$ cat src/rtl/data_path_pkg.sv
// Shared data path definitions: block width and
// serializer transmit states.
package data_path_pkg;

  localparam int DATA_WIDTH = 128;

  typedef enum logic [1:0] {
    IDLE,
    SHIFT,
    DONE
  } tx_state_t;

endpackage

$ cat src/rtl/flex_counter.sv
// Up counter with synchronous clear and a
// programmable rollover value.
module flex_counter #(
  parameter int WIDTH = 4
) (
  input  logic             clk,
  input  logic             rst,
  input  logic             clear_i,
  input  logic             count_en_i,
  input  logic [WIDTH-1:0] rollover_i,
  output logic [WIDTH-1:0] count_o
);

  logic [WIDTH-1:0] count_q, count_d;

  always_comb begin
    count_d = count_q;
    if (clear_i) begin
      count_d = '0;
    end else if (count_en_i) begin
      if (count_q == rollover_i)
        count_d = '0;
      else
        count_d = count_q + WIDTH'(1);
    end
  end

  always_ff @(posedge clk or posedge rst) begin
    if (rst) count_q <= '0;
    else     count_q <= count_d;
  end

  assign count_o = count_q;

endmodule

$ cat src/rtl/data_serializer.sv
// MSB-first parallel-to-serial transmitter with a
// fixed clocks-per-bit rate and registered outputs.
module data_serializer
  import data_path_pkg::*;
#(
  parameter int DATA_WIDTH   = data_path_pkg::DATA_WIDTH,
  parameter int CLKS_PER_BIT = 4
) (
  input  logic                  clk,
  input  logic                  rst,
  input  logic                  load_data,
  input  logic [DATA_WIDTH-1:0] data_in,
  output logic                  load_ready,
  output logic                  serial_out,
  output logic                  serial_valid,
  output logic                  bit_strobe,
  output logic                  tx_done
);

  localparam int DIV_W = $clog2(CLKS_PER_BIT);
  localparam int BIT_W = $clog2(DATA_WIDTH) + 1;
  localparam logic [DIV_W-1:0] DIV_MAX =
    DIV_W'(CLKS_PER_BIT - 1);
  localparam logic [BIT_W-1:0] BIT_LAST =
    BIT_W'(DATA_WIDTH - 1);
  localparam logic [BIT_W-1:0] BIT_CAP =
    BIT_W'(DATA_WIDTH);

  tx_state_t             state_q, state_d;
  logic [DATA_WIDTH-1:0] shift_q, shift_d;
  logic [DIV_W-1:0]      div_cnt;
  logic [BIT_W-1:0]      bit_cnt;
  logic                  accept, bit_end, in_shift;

  logic ready_q, ready_d;
  logic sout_q, sout_d;
  logic valid_q, valid_d;
  logic strb_q, strb_d;
  logic done_q, done_d;

  assign in_shift = (state_q == SHIFT);
  assign accept   = load_data && ready_q;
  assign bit_end  = in_shift && (div_cnt == DIV_MAX);

  flex_counter #(.WIDTH(DIV_W)) u_div (
    .clk        (clk),
    .rst        (rst),
    .clear_i    (accept),
    .count_en_i (in_shift),
    .rollover_i (DIV_MAX),
    .count_o    (div_cnt)
  );

  // Rollover set past the last bit so the count never wraps mid-frame.
  flex_counter #(.WIDTH(BIT_W)) u_bit (
    .clk        (clk),
    .rst        (rst),
    .clear_i    (accept),
    .count_en_i (bit_end),
    .rollover_i (BIT_CAP),
    .count_o    (bit_cnt)
  );

  always_comb begin
    state_d = state_q;
    shift_d = shift_q;
    case (state_q)
      IDLE: begin
        if (accept) begin
          shift_d = data_in;
          state_d = SHIFT;
        end
      end
      SHIFT: begin
        if (bit_end) begin
          shift_d = {shift_q[DATA_WIDTH-2:0], 1'b0};
          if (bit_cnt == BIT_LAST)
            state_d = DONE;
        end
      end
      DONE:    state_d = IDLE;
      default: state_d = IDLE;
    endcase
  end

  // Outputs are decoded from the next state so they land in registers.
  always_comb begin
    sout_d  = 1'b1;
    valid_d = 1'b0;
    strb_d  = 1'b0;
    done_d  = (state_d == DONE);
    ready_d = (state_d == IDLE);
    if (state_d == SHIFT) begin
      sout_d  = shift_d[DATA_WIDTH-1];
      valid_d = 1'b1;
      strb_d  = accept || bit_end;
    end
  end

  always_ff @(posedge clk or posedge rst) begin
    if (rst) begin
      state_q <= IDLE;
      shift_q <= '0;
      ready_q <= 1'b1;
      sout_q  <= 1'b1;
      valid_q <= 1'b0;
      strb_q  <= 1'b0;
      done_q  <= 1'b0;
    end else begin
      state_q <= state_d;
      shift_q <= shift_d;
      ready_q <= ready_d;
      sout_q  <= sout_d;
      valid_q <= valid_d;
      strb_q  <= strb_d;
      done_q  <= done_d;
    end
  end

  assign load_ready   = ready_q;
  assign serial_out   = sout_q;
  assign serial_valid = valid_q;
  assign bit_strobe   = strb_q;
  assign tx_done      = done_q;

endmodule

$ cat config.mk
export PLATFORM = sky130hd
export DESIGN_NAME = data_serializer
export DESIGN_NICKNAME = d
export VERILOG_FILES = /design/src/rtl/data_path_pkg.sv /design/src/rtl/flex_counter.sv /design/src/rtl/data_serializer.sv
export SDC_FILE = /design/constraint.sdc
export NUM_CORES = 1
export LEC_CHECK = 0
export BUFFER_PORTS_ARGS = -buffer_cell sky130_fd_sc_hd__buf_2
export CORE_UTILIZATION = 25
export CTS_CLUSTER_SIZE = 28
export DETAILED_ROUTE_END_ITERATION = 7
export GPL_TIMING_DRIVEN = 0
export HOLD_SLACK_MARGIN = 0.02
export SYNTH_ARGS = -nofsm -noshare
export SYNTH_HDL_FRONTEND = slang
export SYNTH_SLANG_ARGS = --single-unit
$ cat constraint.sdc
create_clock -name clk -period 5.1 [get_ports clk]
set_clock_uncertainty 0.1 [all_clocks]
set_input_delay 0.51 -clock clk [delete_from_list [all_inputs] [get_ports clk]]
set_output_delay 0.51 -clock clk [all_outputs]
set_load 0.02 [all_outputs]
After elaboration in Yosys (flattened, before gate mapping) --
Index checks and enable logic that the tools add are counted.
Word-level totals: output and inout bits 5, bits of input ports 131, bits in read-only memories 0, RAM bits 0, memories kept 0, flip-flop bits (word level) 145, logic and storage cells 45, bits in latches 0
Operators by class: add/subtract/negate cells 2, multiply operators 0, div/mod/pow operators 0, bitwise operators 0, shift-type cells 0, magnitude comparators 0, eq/ne operators 8, reductions and logical operators 9, mux-type cells 16
Operators by type and width (count):
- $mux 128 | 2
- $pmux 128 s2 | 1
- $mux 8 | 3
- $mux 2 | 6
- $add 8x1->8 const B | 1
- $eq 8x7->1 const B | 1
- $eq 8x8->1 const B | 1
- $reduce_bool 2->1 | 3
- $eq 2x1->1 const B | 2
- $eq 2x2->1 const B | 2
- $logic_not 2->1 | 2
- $ne 2x2->1 const B | 2
- $pmux 2 s2 | 1
- $mux 1 | 3
- $reduce_and 3->1 | 1
- $add 2x1->2 const B | 1
- $logic_and 1x1->1 | 2
- $logic_or 1x1->1 | 1

Logic depth before layout (Yosys ltp) --
Gate-level depths: netlist of run 1.
depth in word-level cells 6, mapped depth 8, gate-level depth less buffers 6

By module --
Synthesis of run 1 repeated with hierarchy kept, for this count alone.
Second synthesis, totals: cells, all modules 579, area total of the unflattened synthesis 6444.9 um^2
Modules (own cells, without submodules):
- data_serializer | seq. area each 3380.7 um^2, times used 1, area each 5823.1 um^2, cells each 517
- flex_counter (u_bit) | seq. area each 200.2 um^2, times used 1, area each 504.2 um^2, cells each 49
- flex_counter (u_div) | seq. area each 50.0 um^2, times used 1, area each 117.6 um^2, cells each 13

Worst setup path after synthesis of run 1 --
OpenSTA, ideal clock, no wires.
path kind reg-to-reg, start point register u_div.count_q[0], in the netlist u_div.count_o[0], end point register shift_q[10], cell stages (with the launch flop) 8, setup time 0.124 ns, data required time 4.876 ns, arrival 1.441 ns, path slack 3.435 ns, path buffers 3, clock period less this slack 1.665 ns, path through dfrtp_1 -> ha_1 -> and3b_1 -> buf_2 -> buf_2 -> buf_2 -> a22oi_1 -> nand2_1
Between the ends: word-level cells in the longest chain between the ends 4
RTL lines:
- start, declared | line flex_counter.sv:14 | logic [WIDTH-1:0] count_q, count_d;
- start signal, assigned | line flex_counter.sv:30 | else count_q <= count_d;
- $eq 2x2->1 | line data_serializer.sv:43 | assign bit_end = in_shift && (div_cnt == DIV_MAX);
- $logic_and 1x1->1 | line data_serializer.sv:43
- $ne 2x2->1 (no line)
- $reduce_and 3->1 (no line)
- end signal, assigned | line data_serializer.sv:111 | shift_q <= shift_d;
- end, declared | line data_serializer.sv:30 | logic [DATA_WIDTH-1:0] shift_q, shift_d;
Every way passes these cells. A chain may end at the register's enable or synchronous reset.

Worst setup path in the final report of run 1 --
start point register ready_q, in the netlist load_ready, end point register sout_q, in the netlist serial_out
Between the ends: elaborated cells on any way between the ends 7, classes of those cells eq/ne (1); mux (5); reduce/logical (1)
RTL lines:
- start, declared | line data_serializer.sv:35 | logic ready_q, ready_d;
- start signal, assigned | line data_serializer.sv:112 | ready_q <= ready_d;
- $logic_and 1x1->1 | line data_serializer.sv:42 | assign accept = load_data && ready_q;
- $mux 128 | line data_serializer.sv:69 | if (accept) begin
- $pmux 128 s2 | line data_serializer.sv:67 | case (state_q)
- named net shift_d[127] | line data_serializer.sv:30
- $mux 1 | line data_serializer.sv:93 | if (state_d == SHIFT) begin
- named net sout_d | line data_serializer.sv:36 | logic sout_q, sout_d;
- end signal, assigned | line data_serializer.sv:113 | sout_q <= sout_d;
- end, declared | line data_serializer.sv:36
The timed path passes the listed nets, and every way through them passes these cells. The select of a mux whose other input is x is not followed.

==> results of run 1 <==
worst max-delay path by stage:
stage,to,startpoint
floorplan,bit_strobe$_DFF_PP0_,rst
global placement,shift_q[15]$_DFFE_PP0P_,rst
detailed placement,serial_out$_DFF_PP1_,load_data
CTS,serial_out$_DFF_PP1_,load_ready$_DFF_PP1_
global route,shift_q[115]$_DFFE_PP0P_,load_ready$_DFF_PP1_
finish,serial_out$_DFF_PP1_,load_ready$_DFF_PP1_
metrics by stage:
step                utilization  setup WS, ns  total power [mW]  std cells
finish                    0.324          3.12              3.75       1126
global route              0.324          2.97              4.02       1126
CTS                       0.324          3.09              3.81       1126
detailed placement        0.301          3.10              2.59       1094
global placement          0.300         -1.43              2.56       1093
floorplan                     -         0.599              2.28        634
Yosys cell counts (2+ instances only):
| cell | n |
|---|---|
| sky130_fd_sc_hd__buf_4 | 2 |
| sky130_fd_sc_hd__nand3_1 | 2 |
| sky130_fd_sc_hd__o2111ai_1 | 2 |
| sky130_fd_sc_hd__inv_1 | 7 |
| sky130_fd_sc_hd__ha_1 | 3 |
| sky130_fd_sc_hd__a211oi_1 | 2 |
| sky130_fd_sc_hd__a22oi_1 | 126 |
| sky130_fd_sc_hd__nor3_1 | 2 |
| sky130_fd_sc_hd__nand2_1 | 257 |
| sky130_fd_sc_hd__xnor2_1 | 3 |
| sky130_fd_sc_hd__dfrtp_1 | 143 |
| sky130_fd_sc_hd__buf_6 | 4 |
| sky130_fd_sc_hd__xor2_1 | 3 |
| sky130_fd_sc_hd__dfstp_2 | 2 |
| sky130_fd_sc_hd__o21ai_0 | 3 |
| sky130_fd_sc_hd__nor2_1 | 13 |
| sky130_fd_sc_hd__buf_2 | 37 |
kinds of logic after synthesis:
kind of cell	count (synthesis)	synth area share
simple gates	288	0.186
fa+ha+maj	3	0.00603
xor+xnor	6	0.00844
mux	2	0.00342
flops	145	0.583
buf+inv	51	0.0442
compound gates	139	0.169
placed cells by master (no fill, tap or decap), types with 2 or more instances in the layout:
cell type                     n
sky130_fd_sc_hd__clkbuf_1     3
sky130_fd_sc_hd__inv_1        6
sky130_fd_sc_hd__dfstp_2      2
sky130_fd_sc_hd__xor2_1       3
sky130_fd_sc_hd__nor3_1       2
sky130_fd_sc_hd__clkbuf_16   17
sky130_fd_sc_hd__clkinv_2     4
sky130_fd_sc_hd__inv_6        3
sky130_fd_sc_hd__nor2_1      13
sky130_fd_sc_hd__buf_2      172
sky130_fd_sc_hd__buf_6        4
sky130_fd_sc_hd__xnor2_1      3
sky130_fd_sc_hd__a22oi_1    126
sky130_fd_sc_hd__buf_4        2
sky130_fd_sc_hd__a211oi_1     2
sky130_fd_sc_hd__ha_1         3
sky130_fd_sc_hd__nand3_1      2
sky130_fd_sc_hd__o21ai_0      3
sky130_fd_sc_hd__clkinv_4     4
sky130_fd_sc_hd__nand2_1    257
sky130_fd_sc_hd__o2111ai_1    2
sky130_fd_sc_hd__dfrtp_1    143
layer usage:
metal / vias to the layer above / part of all wire / wire length (um) / global-route usage
met5: - / 0.00069 / 11 / 0
met4: 2 / 0.0081 / 129 / 0.0355
met3: 9 / 0.045 / 718 / 0.0338
met2: 121 / 0.47 / 7440 / 0.202
met1: 2473 / 0.48 / 7620 / 0.174
li1: 2485 / - / - / -
flip-flops by register name (all words and copies together) (netlist names):
signal / count
state_q: 2
u_bit.count_o: 8
bit_strobe: 1
serial_valid: 1
shift_q: 128
load_ready: 1
u_div.count_o: 2
tx_done: 1
serial_out: 1
where the power goes:
group          internal [mW]  switching (mW)  total, mW
clock                  0.687           0.500       1.19
sequential              1.46           0.174       1.64
combinational          0.346           0.581      0.926
critical path: cells and delay by family (launching register included):
kind / cells / cell delay (ns)
and+or+nand+nor: 4 / 0.83
DFF: 1 / 0.54
buffers and inverters: 2 / 0.45
cell type report:
class                   count  area share
flip-flops and latches    145       0.460
multi-input cells         438       0.294
repair buffers            136      0.0890
clock buffers              20      0.0566
well taps                 324      0.0513
plain buffers              44      0.0315
clock inverters            12      0.0139
inverters                   7     0.00396
==> summary by stage, run 1 <==
Status
The run finished with clean final reports.

Drt
The final layout contains routed wiring with a total length of 15,900 um. The total via count after detailed routing is 5,090. After detailed routing, the number of remaining DRC violations is 0. In the routed layout, each cell is associated on average with a via count of 4.52. In this run, the number of DRC markers left after iteration 0 of detailed routing was 331. The final routed wire length divided by cell count is 14.1 um. The detailed-router iteration count before antenna repair is 6. The remaining antenna violation count is 0.

STA
For this run, the top clock speed supported by timing is 0.505 GHz. The remaining max-slew budget at the tightest pin is 0.612. Setup repair after global routing left no endpoint under its margin. The final setup violation count is 0. The final clock period utilization by the worst path is 0.388. The setup TNS is 0 ns. At the pin with the least slew margin, the transition time is 0.582 ns. The max-slew violation count came to 0. The smallest clock period supported by the final layout is computed as 1.98 ns. The number of hold-slack violations in the final timing report is 0. The tightest hold margin is 0.0619 ns.

Power and ir drop
VDD sags by at most 171 uV. Dividing total power by cell area gives a power density of 475 nW/um^2. For this design the static power due to leakage is 4.22 nW.

Cells and area
From synthesis to final layout, the design area changed by 26.8%. The fraction of layout instances using a drive strength above 1 is 0.276. The register area is 3630 um^2.

The area taken by multi-input logic gates is 2320 um^2. The number of antenna diodes in the final layout is 0. After the last flow step, the layout net total stands at 923. Once layout is done, the placed cells without fillers occupy 7900 um^2. The number of fill cells is 2,580.

Placement
Detailed placement ended at an HPWL of 10,600 um. Once placement finished, the instance area stood at 7340 um^2. Routability-driven placement finished with a final weighted congestion of 0.780. The number of buffers added on ports is 135.

Setup path
The data arrival time of the critical path is 2.23 ns. For this design, the slowest cell found on the critical path is sky130_fd_sc_hd__dfstp_2. The worst register-to-register path has a setup slack of 3.12 ns. Traced cell by cell, the critical path runs through nor4bb_1, buf_2, buf_4, nor3_1, nor3_2, or2_1.

The nature of the critical path startpoint is a flop. The critical path is of the reg2reg type. The largest stage delay on the critical path is 0.54 ns. The destination of the worst register-to-register timing path is serial_out$_DFF_PP1_. The launch point of the worst reg-to-reg path is load_ready$_DFF_PP1_.

STA classifies the critical path endpoint as a flop. At the worst endpoint, the required time is 5.36 ns. The worst register-to-register path has a depth of 6. Of all nets on the critical path, the largest fanout is 10.

Yosys
The count of unique library cells instantiated by Yosys is 40. For this run, the number of Yosys warnings is 0. The number of register bits inferred by synthesis is 145. The proportion of register bits with asynchronous set or reset after synthesis is 1.00. The number of nets produced by synthesis is 768. The cell area after synthesis is 6230 um^2.

For this run, the leading register cell type out of synthesis is sky130_fd_sc_hd__dfrtp_1. The synthesized area divided by synthesized cell count is 9.82 um^2. The part of the Yosys area used for sequential elements is 0.583. The number of standard cells after synthesis is 634. Yosys mapped a number of flops with a built-in enable equal to 0. The share of synthesized area in the top cell type comes to 0.575. The biggest area contributor in the post-synthesis netlist is sky130_fd_sc_hd__dfrtp_1.

After synthesis, the cell types taking the most area are sky130_fd_sc_hd__dfrtp_1, sky130_fd_sc_hd__nand2_1, sky130_fd_sc_hd__a22oi_1.

Clocking
The number of H-tree levels is 4. Counting the buffers created by CTS gives 17. The clock-pin slew of the registers on the worst-case setup and hold paths is 0.06 ns. The latest clock arrival within the worst-skew pair is 0.41 ns. TritonCTS built the clock tree.

CTS saw 145 sinks. The quantity of hold-fixing buffers added after cts is 0. The setup fix buffers added after clock tree synthesis is 0. The maximum clock path buffer count is 2. The tree is rooted in a sky130_fd_sc_hd__clkbuf_16.

The number of instances resized during post-cts repair is 0.

Job
The reported max-cap violation count is 0.

GRT
The number of global-route vias before repair is 5,052. The largest net degree at the start of global routing is 86. The number of antenna violations at the first check in global routing is 1. The wire length of the first global-routing pass is 25,800 um.

The all-layer global routing usage is 0.128. The residual overflow from global routing is 0.

Floorplanning
The die span in x is 160 um. The die is 160 um tall. The overall die area is 25,500 um^2.

136 I/O pins were placed. The number of placement rows is 57. The starting density of the core is 0.255. The area of the core is 24,400 um^2.

Min path
The tightest min-delay check is of the in2async type.
No activity file was read; power rests on OpenSTA's default activity.
==> run 2: changes to the inputs <==
- clock period: 5.1 -> 1.7 ns (I/O delays scaled with it)
==> summary by stage, run 2 (synthesized netlist as in run 1, its figures left out) <==
Drt
For this run, the detailed router's first-pass iteration total came to 4. The iteration-0 DRC count of the detailed router is 389. The total wire length is 17,700 um. In the final routed layout, each cell accounts on average for 13.9 um. The remaining antenna violation count is 0.

The ratio of routed vias to standard cells is 4.47. Summing over every cut layer, the via total after detailed routing is 5,676. The number of remaining DRC errors is 0.

STA
The number of hold-slack violations in the final timing report is 0. The final clock period utilization by the worst path is 0.976. The maximum operating frequency is 0.603 GHz. In this run the tightest slew margin relative to its limit is 0.760.

The smallest setup slack after layout is 0.0413 ns. For the pin with the worst max-slew slack, the measured transition is 0.359 ns. Setup violations remaining at the end of the flow were counted as 0. Setup repair after global routing could not meet its margin everywhere. The shortest period the worst path allows is 1.66 ns. The setup TNS is 0 ns.

The max-slew violation count is 0. The tightest hold path in the finished design has a slack of 0.0469 ns.

GRT
The number of antenna violations at the first check in global routing is 0. The largest net degree at the start of global routing is 39. The number of global-route vias before repair came to 5,810. Across every metal layer, demand over resource in global routing totals 0.140.

The wire length of the first global-routing pass is 28,700 um. The residual overflow from global routing is 0.

Setup path
Along the worst path, the maximum fanout reaches 10. The data required time of the critical path is 1.90 ns. Among all stages on the critical path, the largest delay is contributed by sky130_fd_sc_hd__dfrtp_1. The beginning of the critical path is u_div.count_o[0]$_DFFE_PP0P_.

The cell class contributing the biggest share of worst-path delay is flip-flops. The critical path capture point type is a flop. The launch point of the worst reg-to-reg path is u_div.count_o[0]$_DFFE_PP0P_. At the worst endpoint, the arrival time is 1.86 ns. The worst register-to-register path has a depth of 6. The largest stage delay on the critical path is 0.38 ns. Traced cell by cell, the critical path runs through ha_2, and3b_4, buf_16, buf_4, a22oi_1, nand2_1. The worst setup path is of the reg2reg kind.

In this run the critical register-to-register path is captured at shift_q[57]$_DFFE_PP0P_. The logic depth of the worst path, buffers included is 6. The nature of the critical path startpoint is a flop. In this run the register-to-register setup slack is 0.04 ns. The number of buffer and inverter stages on the critical path is 2.

Floorplanning
The starting density of the core is 0.255. The die span in x is 160 um. The floorplan has 57 rows. The die covers 25,500 um^2.

The area of the core is 24,400 um^2. The vertical die dimension is 160 um. During I/O placement, the number of pins put on the boundary was 136.

Placement
The number of placed instances, taps included, is 1,097. The placement-stage worst setup slack is -0.283 ns. The number of buffers added on ports is 135. Routability-driven placement finished with a final weighted congestion of 0.792. After legalization and detailed placement, the total HPWL measured 10,900 um.

Min path
The worst hold path terminates at shift_q[127]$_DFF_PP0_. The worst hold path begins at data_in[127]. Along the worst hold path, the cell count comes to 3. The tightest min-delay check is of the in2reg type.

Clocking
The maximum clock path buffer count is 2. The clock-pin slew of the registers on the worst-case setup and hold paths is 0.06 ns. The H-tree was split into 4 levels.

Clock tree synthesis found a total of 145 sinks. The number of buffers inserted during clock tree synthesis is 17. The clock reaches the later pin of the worst-skew pair after 0.41 ns.

TritonCTS built the clock tree. The cell sitting at the root of the clock tree is a sky130_fd_sc_hd__clkbuf_16.

Power and ir drop
The peak ir drop on the vdd network is 561 uV. For this design the ratio of total power to cell area is 1280 nW/um^2. For this design the static power due to leakage is 4.93 nW.

Cells and area
The number of antenna cells inserted is 0. The fraction of layout instances using a drive strength above 1 is 0.320. The area growth from synthesis to layout is 60.0%. The post-layout instance count excluding filler cells is 1,271. The top cell types in the final layout, fill and taps aside, are sky130_fd_sc_hd__nand2_1, sky130_fd_sc_hd__dfrtp_1, sky130_fd_sc_hd__buf_2. After the last flow step, the layout net total stands at 1,068. The most common library cell in the layout ignoring fill and taps is sky130_fd_sc_hd__nand2_1. The final core utilization is 0.408. The register with the most flip-flops in the layout has 128 of them.

The largest register by flop count is shift_q.

Status
The run finished with clean final reports.

Job
The reported max-cap violation count is 0.
[run 2: changes by cell type in the layout (fill, tap and decap cells not counted), sizes merged]
cell and delta:
clkinvlp +4, buf +18, dlygate4sd3 +128, bufinv +2, clkinv -7
[run 2: layout make-up]
| class | count | area, um^2 |
|---|---|---|
| Clock inverter | 11 | 151 |
| Clock buffer | 21 | 470 |
| Fill cell | 2350 | 14400 |
| Sequential cell | 145 | 3630 |
| Multi-Input combinational cell | 438 | 2630 |
| Buffer | 41 | 423 |
| Timing Repair Buffer | 284 | 2220 |
| Inverter | 7 | 30.0 |
| Tap cell | 324 | 405 |
[run 2: how the worst max path moves through the flow]
stage	to	slack, ns
6_report	shift_q[57]$_DFFE_PP0P_	0.04
5_1_grt	shift_q[61]$_DFFE_PP0P_	-0.02
4_1_cts	serial_out$_DFF_PP1_	-0.04
3_5_place_dp	shift_q[13]$_DFFE_PP0P_	-0.28
3_3_place_gp	shift_q[59]$_DFFE_PP0P_	-1.49
2_1_floorplan	bit_strobe$_DFF_PP0_	-0.39
[run 2: stage by stage]
| stage | area (um^2) | total power [mW] |
|---|---|---|
| after CTS | 9550 | 12.5 |
| after floorplan | 6230 | 6.86 |
| after global placement | 7310 | 7.69 |
| final | 9960 | 12.8 |
| after detailed placement | 7390 | 7.79 |
| after global routing | 9960 | 13.6 |
[run 2: routing by layer]
layer  wire [um]  global-route usage
met3         599              0.0319
met2        8560               0.230
met5           0                   0
met4         167              0.0329
met1        8330               0.186
[run 2: power breakdown]
group	internal (mW)	total (mW)	leakage, nW	switching (mW)
Combinational	1.80	3.83	2.72	2.03
Clock	2.44	3.95	0.293	1.51
Sequential	4.40	4.97	1.92	0.576
Total	8.64	12.8	4.93	4.12
[run 2: timing repair]
| item | CTS | global route |
|---|---|---|
| pin swaps | 3 | 11 |
| endpoints found under the setup margin | 136 | 130 |
| hold endpoints to repair | 169 | 0 |
| gates resized for setup | 53 | 82 |
| gates cloned | 2 | 0 |
| setup buffers | 11 | 4 |
| hold buffers | 128 | 0 |
[run 2: worst register-to-register path, cell delays in order (launching register included)]
cell and delay, ns:
sky130_fd_sc_hd__dfrtp_1 0.38, sky130_fd_sc_hd__ha_2 0.20, sky130_fd_sc_hd__and3b_4 0.25, sky130_fd_sc_hd__buf_16 0.17
sky130_fd_sc_hd__buf_4 0.18, sky130_fd_sc_hd__a22oi_1 0.20, sky130_fd_sc_hd__nand2_1 0.07
